File: config.mk
export PLATFORM = sky130hd
export DESIGN_NAME = uart_sif2apb_bridge
export DESIGN_NICKNAME = d
export VERILOG_FILES = /design/src/rtl/uart_sif2apb_bridge.sv
export SDC_FILE = /design/constraint.sdc
export NUM_CORES = 1
export LEC_CHECK = 0
export CAP_MARGIN = 10
export CORE_ASPECT_RATIO = 1.2
export CORE_MARGIN = 2
export CORE_UTILIZATION = 40
export CTS_BUF_LIST = sky130_fd_sc_hd__clkbuf_2
export CTS_CLUSTER_SIZE = 14
export DETAILED_ROUTE_END_ITERATION = 16
export PLACE_DENSITY = 0.69
export SETUP_SLACK_MARGIN = 0.02
export SYNTH_ARGS = -nofsm -noshare
export SYNTH_HDL_FRONTEND = slang
export SYNTH_SLANG_ARGS = --single-unit
export TNS_END_PERCENT = 50
File: constraint.sdc
create_clock -name pclk -period 6.05 [get_ports pclk]
set_clock_uncertainty 0.1 [all_clocks]
set_input_delay 0.9075 -clock pclk [delete_from_list [all_inputs] [get_ports pclk]]
set_output_delay 0.9075 -clock pclk [all_outputs]
set_load 0.1 [all_outputs]
File: src/rtl/uart_sif2apb_bridge.sv
// Simple-interface to APB3 master bridge: one transfer in flight plus one pending request slot.
// Latency: request at edge N -> psel in cycle N+1, done the cycle after pready; busy = slot full.
module uart_sif2apb_bridge #(
  parameter int AW      = 32,
  parameter int DW      = 32,
  parameter int TIMEOUT = 256
) (
  input  logic          pclk,
  input  logic          presetn,
  input  logic [AW-1:0] addr,
  input  logic          re,
  input  logic          we,
  input  logic [DW-1:0] wd,
  output logic [DW-1:0] rd,
  output logic          done,
  output logic          err,
  output logic          busy,
  output logic [AW-1:0] paddr,
  output logic [DW-1:0] pwdata,
  output logic          pwrite,
  output logic          psel,
  output logic          penable,
  input  logic [DW-1:0] prdata,
  input  logic          pready,
  input  logic          pslverr
);

  localparam int CW = (TIMEOUT > 0) ? $clog2(TIMEOUT + 1) : 1;
  localparam logic [CW-1:0] TMO_LAST = (TIMEOUT > 0) ? CW'(TIMEOUT - 1) : '0;
  localparam bit TMO_EN = (TIMEOUT > 0);

  typedef enum logic [1:0] {IDLE, SETUP, ACCESS} state_t;

  state_t        state_q, state_d;
  logic          slot_vld_q, slot_vld_d;
  logic [AW-1:0] slot_addr_q, slot_addr_d;
  logic [DW-1:0] slot_wd_q, slot_wd_d;
  logic          slot_we_q, slot_we_d;
  logic [AW-1:0] paddr_q, paddr_d;
  logic [DW-1:0] pwdata_q, pwdata_d;
  logic          pwrite_q, pwrite_d;
  logic          psel_q, psel_d;
  logic          penable_q, penable_d;
  logic          done_q, done_d;
  logic          err_q, err_d;
  logic [DW-1:0] rd_q, rd_d;
  logic [CW-1:0] tmo_q, tmo_d;

  logic          capture;
  logic          have_next;
  logic          tmo_hit;
  logic [AW-1:0] next_addr;
  logic [DW-1:0] next_wd;
  logic          next_we;

  // A request arriving with the slot empty can bypass it and launch directly.
  assign capture   = (re | we) & ~slot_vld_q;
  assign have_next = slot_vld_q | capture;
  assign next_addr = slot_vld_q ? slot_addr_q : addr;
  assign next_wd   = slot_vld_q ? slot_wd_q   : wd;
  assign next_we   = slot_vld_q ? slot_we_q   : we;
  assign tmo_hit   = TMO_EN && !pready && (tmo_q == TMO_LAST);

  always_comb begin
    state_d     = state_q;
    slot_vld_d  = slot_vld_q;
    slot_addr_d = slot_addr_q;
    slot_wd_d   = slot_wd_q;
    slot_we_d   = slot_we_q;
    paddr_d     = paddr_q;
    pwdata_d    = pwdata_q;
    pwrite_d    = pwrite_q;
    psel_d      = psel_q;
    penable_d   = penable_q;
    tmo_d       = tmo_q;
    done_d      = 1'b0;
    err_d       = 1'b0;
    rd_d        = '0;

    if (capture) begin
      slot_vld_d  = 1'b1;
      slot_addr_d = addr;
      slot_wd_d   = wd;
      slot_we_d   = we;
    end

    case (state_q)
      IDLE: begin
        if (have_next) begin
          paddr_d    = next_addr;
          pwdata_d   = next_wd;
          pwrite_d   = next_we;
          psel_d     = 1'b1;
          penable_d  = 1'b0;
          slot_vld_d = 1'b0;
          tmo_d      = '0;
          state_d    = SETUP;
        end
      end
      SETUP: begin
        penable_d = 1'b1;
        state_d   = ACCESS;
      end
      ACCESS: begin
        if (pready || tmo_hit) begin
          done_d = 1'b1;
          err_d  = pready ? pslverr : 1'b1;
          rd_d   = (pready && !pwrite_q) ? prdata : '0;
          if (have_next) begin
            paddr_d    = next_addr;
            pwdata_d   = next_wd;
            pwrite_d   = next_we;
            psel_d     = 1'b1;
            penable_d  = 1'b0;
            slot_vld_d = 1'b0;
            tmo_d      = '0;
            state_d    = SETUP;
          end else begin
            psel_d    = 1'b0;
            penable_d = 1'b0;
            state_d   = IDLE;
          end
        end else begin
          tmo_d = tmo_q + 1'b1;
        end
      end
      default: begin
        psel_d    = 1'b0;
        penable_d = 1'b0;
        state_d   = IDLE;
      end
    endcase
  end

  always_ff @(posedge pclk or negedge presetn) begin
    if (!presetn) begin
      state_q     <= IDLE;
      slot_vld_q  <= 1'b0;
      slot_addr_q <= '0;
      slot_wd_q   <= '0;
      slot_we_q   <= 1'b0;
      paddr_q     <= '0;
      pwdata_q    <= '0;
      pwrite_q    <= 1'b0;
      psel_q      <= 1'b0;
      penable_q   <= 1'b0;
      done_q      <= 1'b0;
      err_q       <= 1'b0;
      rd_q        <= '0;
      tmo_q       <= '0;
    end else begin
      state_q     <= state_d;
      slot_vld_q  <= slot_vld_d;
      slot_addr_q <= slot_addr_d;
      slot_wd_q   <= slot_wd_d;
      slot_we_q   <= slot_we_d;
      paddr_q     <= paddr_d;
      pwdata_q    <= pwdata_d;
      pwrite_q    <= pwrite_d;
      psel_q      <= psel_d;
      penable_q   <= penable_d;
      done_q      <= done_d;
      err_q       <= err_d;
      rd_q        <= rd_d;
      tmo_q       <= tmo_d;
    end
  end

  assign rd      = rd_q;
  assign done    = done_q;
  assign err     = err_q;
  assign busy    = slot_vld_q;
  assign paddr   = paddr_q;
  assign pwdata  = pwdata_q;
  assign pwrite  = pwrite_q;
  assign psel    = psel_q;
  assign penable = penable_q;

endmodule

==> metrics.md <==
| Metric | Value |
|---|---|
| Final Wtd Congestion | 0.767 |
| Initial DRC Count | around 170 |
| Vias in the first global route | slightly above 5000 |
| Largest net degree at the start of global routing | 76 |
| CTS tree | built |
| Die W | 128 µm |
| PortBufs | slightly above 200 |
| I/O Pins | 204 |
| Die area | 19500 µm² |
| Die Height | around 150 µm |
| Post-synth cell types | 38 |
| Crit path time final | 4170 ps |
| DRC viols | 0 |
| CP bufs+invs | 1 |
| Initial Utilization | 0.407 |
| Post-route ant nets | 0 |
| Number of hold buffers added after CTS | 1 |
| Syn_area_per_cell | 14.9 µm² |
| Maximum buffer depth of the clock tree | 2 |
| Final WL | about 16 mm |
| Final Hold Fails | 0 |
| Setup Fix Bufs, Post-CTS | 0 |
| Nets@finish | 800 |
| Worst Setup Start Kind | flip-flop |
| RR Startpoint | tmo_q[0]$_DFFE_PN0N_ |
| Wire per inst | 16.8 µm |
| Outcome | completed |
| Max cap viols | 0 |
| Initial antenna violation count | 0 |
| CP startpoint | busy$_DFF_PN0_ |
| RSZ-0062 raised after global routing | no |
| Slew @ Worst Pin | ~1200 ps |
| R2R Setup Slk | 2510 ps |
| Crit Path Class | flip-flop to primary output |
| Share of the cycle needed by the critical path after routing | 0.689 |
| Share of layout cells above drive strength 1 | 0.313 |
| Area grow syn2layout | 35.1% |
| N_diodes | 0 |
| Critical path's slowest cell | clkdlybuf4s50_1 |
| Skew-Pair Late Insertion Delay | between 700 and 800 ps |
| CP Data Arrival Time | 3160 ps |
| Core area | 18100 µm² |
| CP max FO | 70 |
| Num Clock Sinks | 177 |
| Filler Cell Count | around 1500 |
| HP Start | pwdata[16]$_DFFE_PN0P_ |
| HPWL after DPL | roughly 11 mm |
| Clock transition at path regs | 230 ps |
| Post-CTS sizing | 0 |
| CP peak stage delay | 1310 ps |
| Gr usage total | 0.165 |
| H-Tree Depth | 4 |
| Slew headroom | 0.192 |
| Synth warn | 0 |
| Hold Path Class | flip-flop to flip-flop |
| Crit path cell chain | clkdlybuf4s50_1 |
| Setup crit end kind | primary output |
| Global-route wire length before repair | 25.4 mm |
| Crit path required time | roughly 5000 ps |
| Final setup viols | 0 |
| Fmax | 240 MHz |
| Cells after Synth | 495 |
| Synthesized Nets | 599 |
| CTS buffer count | 17 |
| Vias/cell | 4.98 |
| Setup_tns | 0 ps |
| Drt pass-1 iters | 4 |
| Yosys reg bits | between 150 and 200 |
| Num rows | 54 |
| Via count | 4647 |
| Grt ovf | 0 |
| Worst path top cell family by delay | buffers and inverters |
| Fin. max-slew vios | 0 |
| Cell Area, Synth | 7360 µm² |
| CTS root buf | clkbuf_2 |
| Seq/Total Area, Yosys | 0.602 |
## final cells by class
| type | count | area [µm²] | area share |
|---|---|---|---|
| tap | 224 | 280 | 0.0282 |
| timing repair buffer | 210 | 2090 | 0.210 |
| multi-input combinational | 284 | 2800 | 0.281 |
| clock buffer | 17 | 85.1 | 0.00856 |
| inverter | 6 | 22.5 | 0.00227 |
| clock inverter | 15 | 231 | 0.0233 |
| sequential | 177 | 4430 | 0.446 |
## metrics by stage
step | cell area (µm²) | utilization | setup WS [ps] | instances | hold slack (ps)
detailed placement | 9600 | 0.530 | 2310 | 899 | 374
global route | 9940 | 0.549 | 1620 | 933 | 451
finish | 9940 | 0.549 | 1880 | 933 | 415
CTS | 9930 | 0.548 | 1710 | 932 | 425
global placement | 9600 | 0.530 | 2390 | 899 | 365
floorplan | 7360 | - | 3420 | 495 | 370
## final timing paths
path | end | depth (start not counted)
max in group asynchronous | slot_addr_q[28]$_DFFE_PN0P_ | 3
worst min register to register | pwdata[16]$_DFFE_PN0P_ | 1
worst min-delay path | pwdata[16]$_DFFE_PN0P_ | 1
worst max register to register | paddr[28]$_DFFE_PN0P_ | 8
min in group asynchronous | rd[17]$_DFF_PN0_ | 2
worst max-delay path | busy | 1
## cell usage after synthesis (all sizes together)
| cell type | n | share of area |
|---|---|---|
| a21o | 1 | 0.0010 |
| a21oi | 4 | 0.0027 |
| a31oi | 1 | 0.00085 |
| a41oi | 1 | 0.0012 |
| and2 | 32 | 0.027 |
| buf | 20 | 0.014 |
| clkbuf | 8 | 0.0041 |
| dfrtp | 177 | 0.60 |
| ha | 2 | 0.0034 |
| inv | 6 | 0.0031 |
| mux2 | 193 | 0.30 |
| mux2i | 3 | 0.0041 |
| nand2 | 9 | 0.0046 |
| nand2b | 2 | 0.0017 |
| nand3 | 4 | 0.0027 |
| nand4 | 1 | 0.00085 |
| nor2 | 5 | 0.0025 |
| nor3 | 3 | 0.0042 |
| nor3b | 2 | 0.0027 |
| nor4b | 1 | 0.0012 |
| o211ai | 5 | 0.0058 |
| o21a | 1 | 0.0010 |
| o21ai | 4 | 0.0027 |
| o21bai | 1 | 0.0010 |
| o221ai | 1 | 0.0012 |
| o22ai | 2 | 0.0017 |
| or2 | 1 | 0.00085 |
| or3b | 2 | 0.0024 |
| or4 | 2 | 0.0025 |
| or4b | 1 | 0.0014 |
## kinds of logic after synthesis
group / Yosys count / synth area share
flip-flops: 177 / 0.602
multiplexers: 196 / 0.299
AND/OR/NAND/NOR: 65 / 0.0549
adder cells (fa/ha/maj): 2 / 0.00340
buffers and inverters: 34 / 0.0214
AO/OA/AOI/OAI: 21 / 0.0192
## layout by cell type, fill, tap and decap left out, types with 3 or more instances in the layout
cell and instances:
mux2_1 20, and2_1 32, dfrtp_1 176, clkinvlp_4 3
bufinv_16 5, inv_1 6, clkdlybuf4s50_1 202, clkinv_4 3
nand2_1 9, nand3_1 4, a21oi_1 4, o211ai_1 4
nor2_1 5, mux2i_1 3, buf_4 5, clkbuf_2 17
mux2_2 173, o21ai_0 4
## state kept, by name (all words and copies together), names as in the netlist
| signal | count |
|---|---|
| psel | 1 |
| err | 1 |
| slot_addr_q | 32 |
| busy | 1 |
| pwdata | 32 |
| state_q | 1 |
| rd | 32 |
| paddr | 32 |
| penable | 1 |
| tmo_q | 9 |
| slot_wd_q | 32 |
| done | 1 |
| pwrite | 1 |
| slot_we_q | 1 |
## routing by layer
| metal | routed length, µm | part of all wire | vias to the layer above | track usage |
|---|---|---|---|---|
| met3 | 1300 | 0.083 | 12 | 0.0681 |
| met5 | 0 | 0 | - | 0 |
| met1 | 6390 | 0.41 | 2331 | 0.191 |
| met2 | 7890 | 0.50 | 164 | 0.283 |
| met4 | 127 | 0.0081 | 0 | 0.0455 |
| li1 | - | - | 2140 | - |
Power is left out: the tool's default activity adds up to more than one toggle a clock period on the data nets, which glitch-free logic cannot reach.
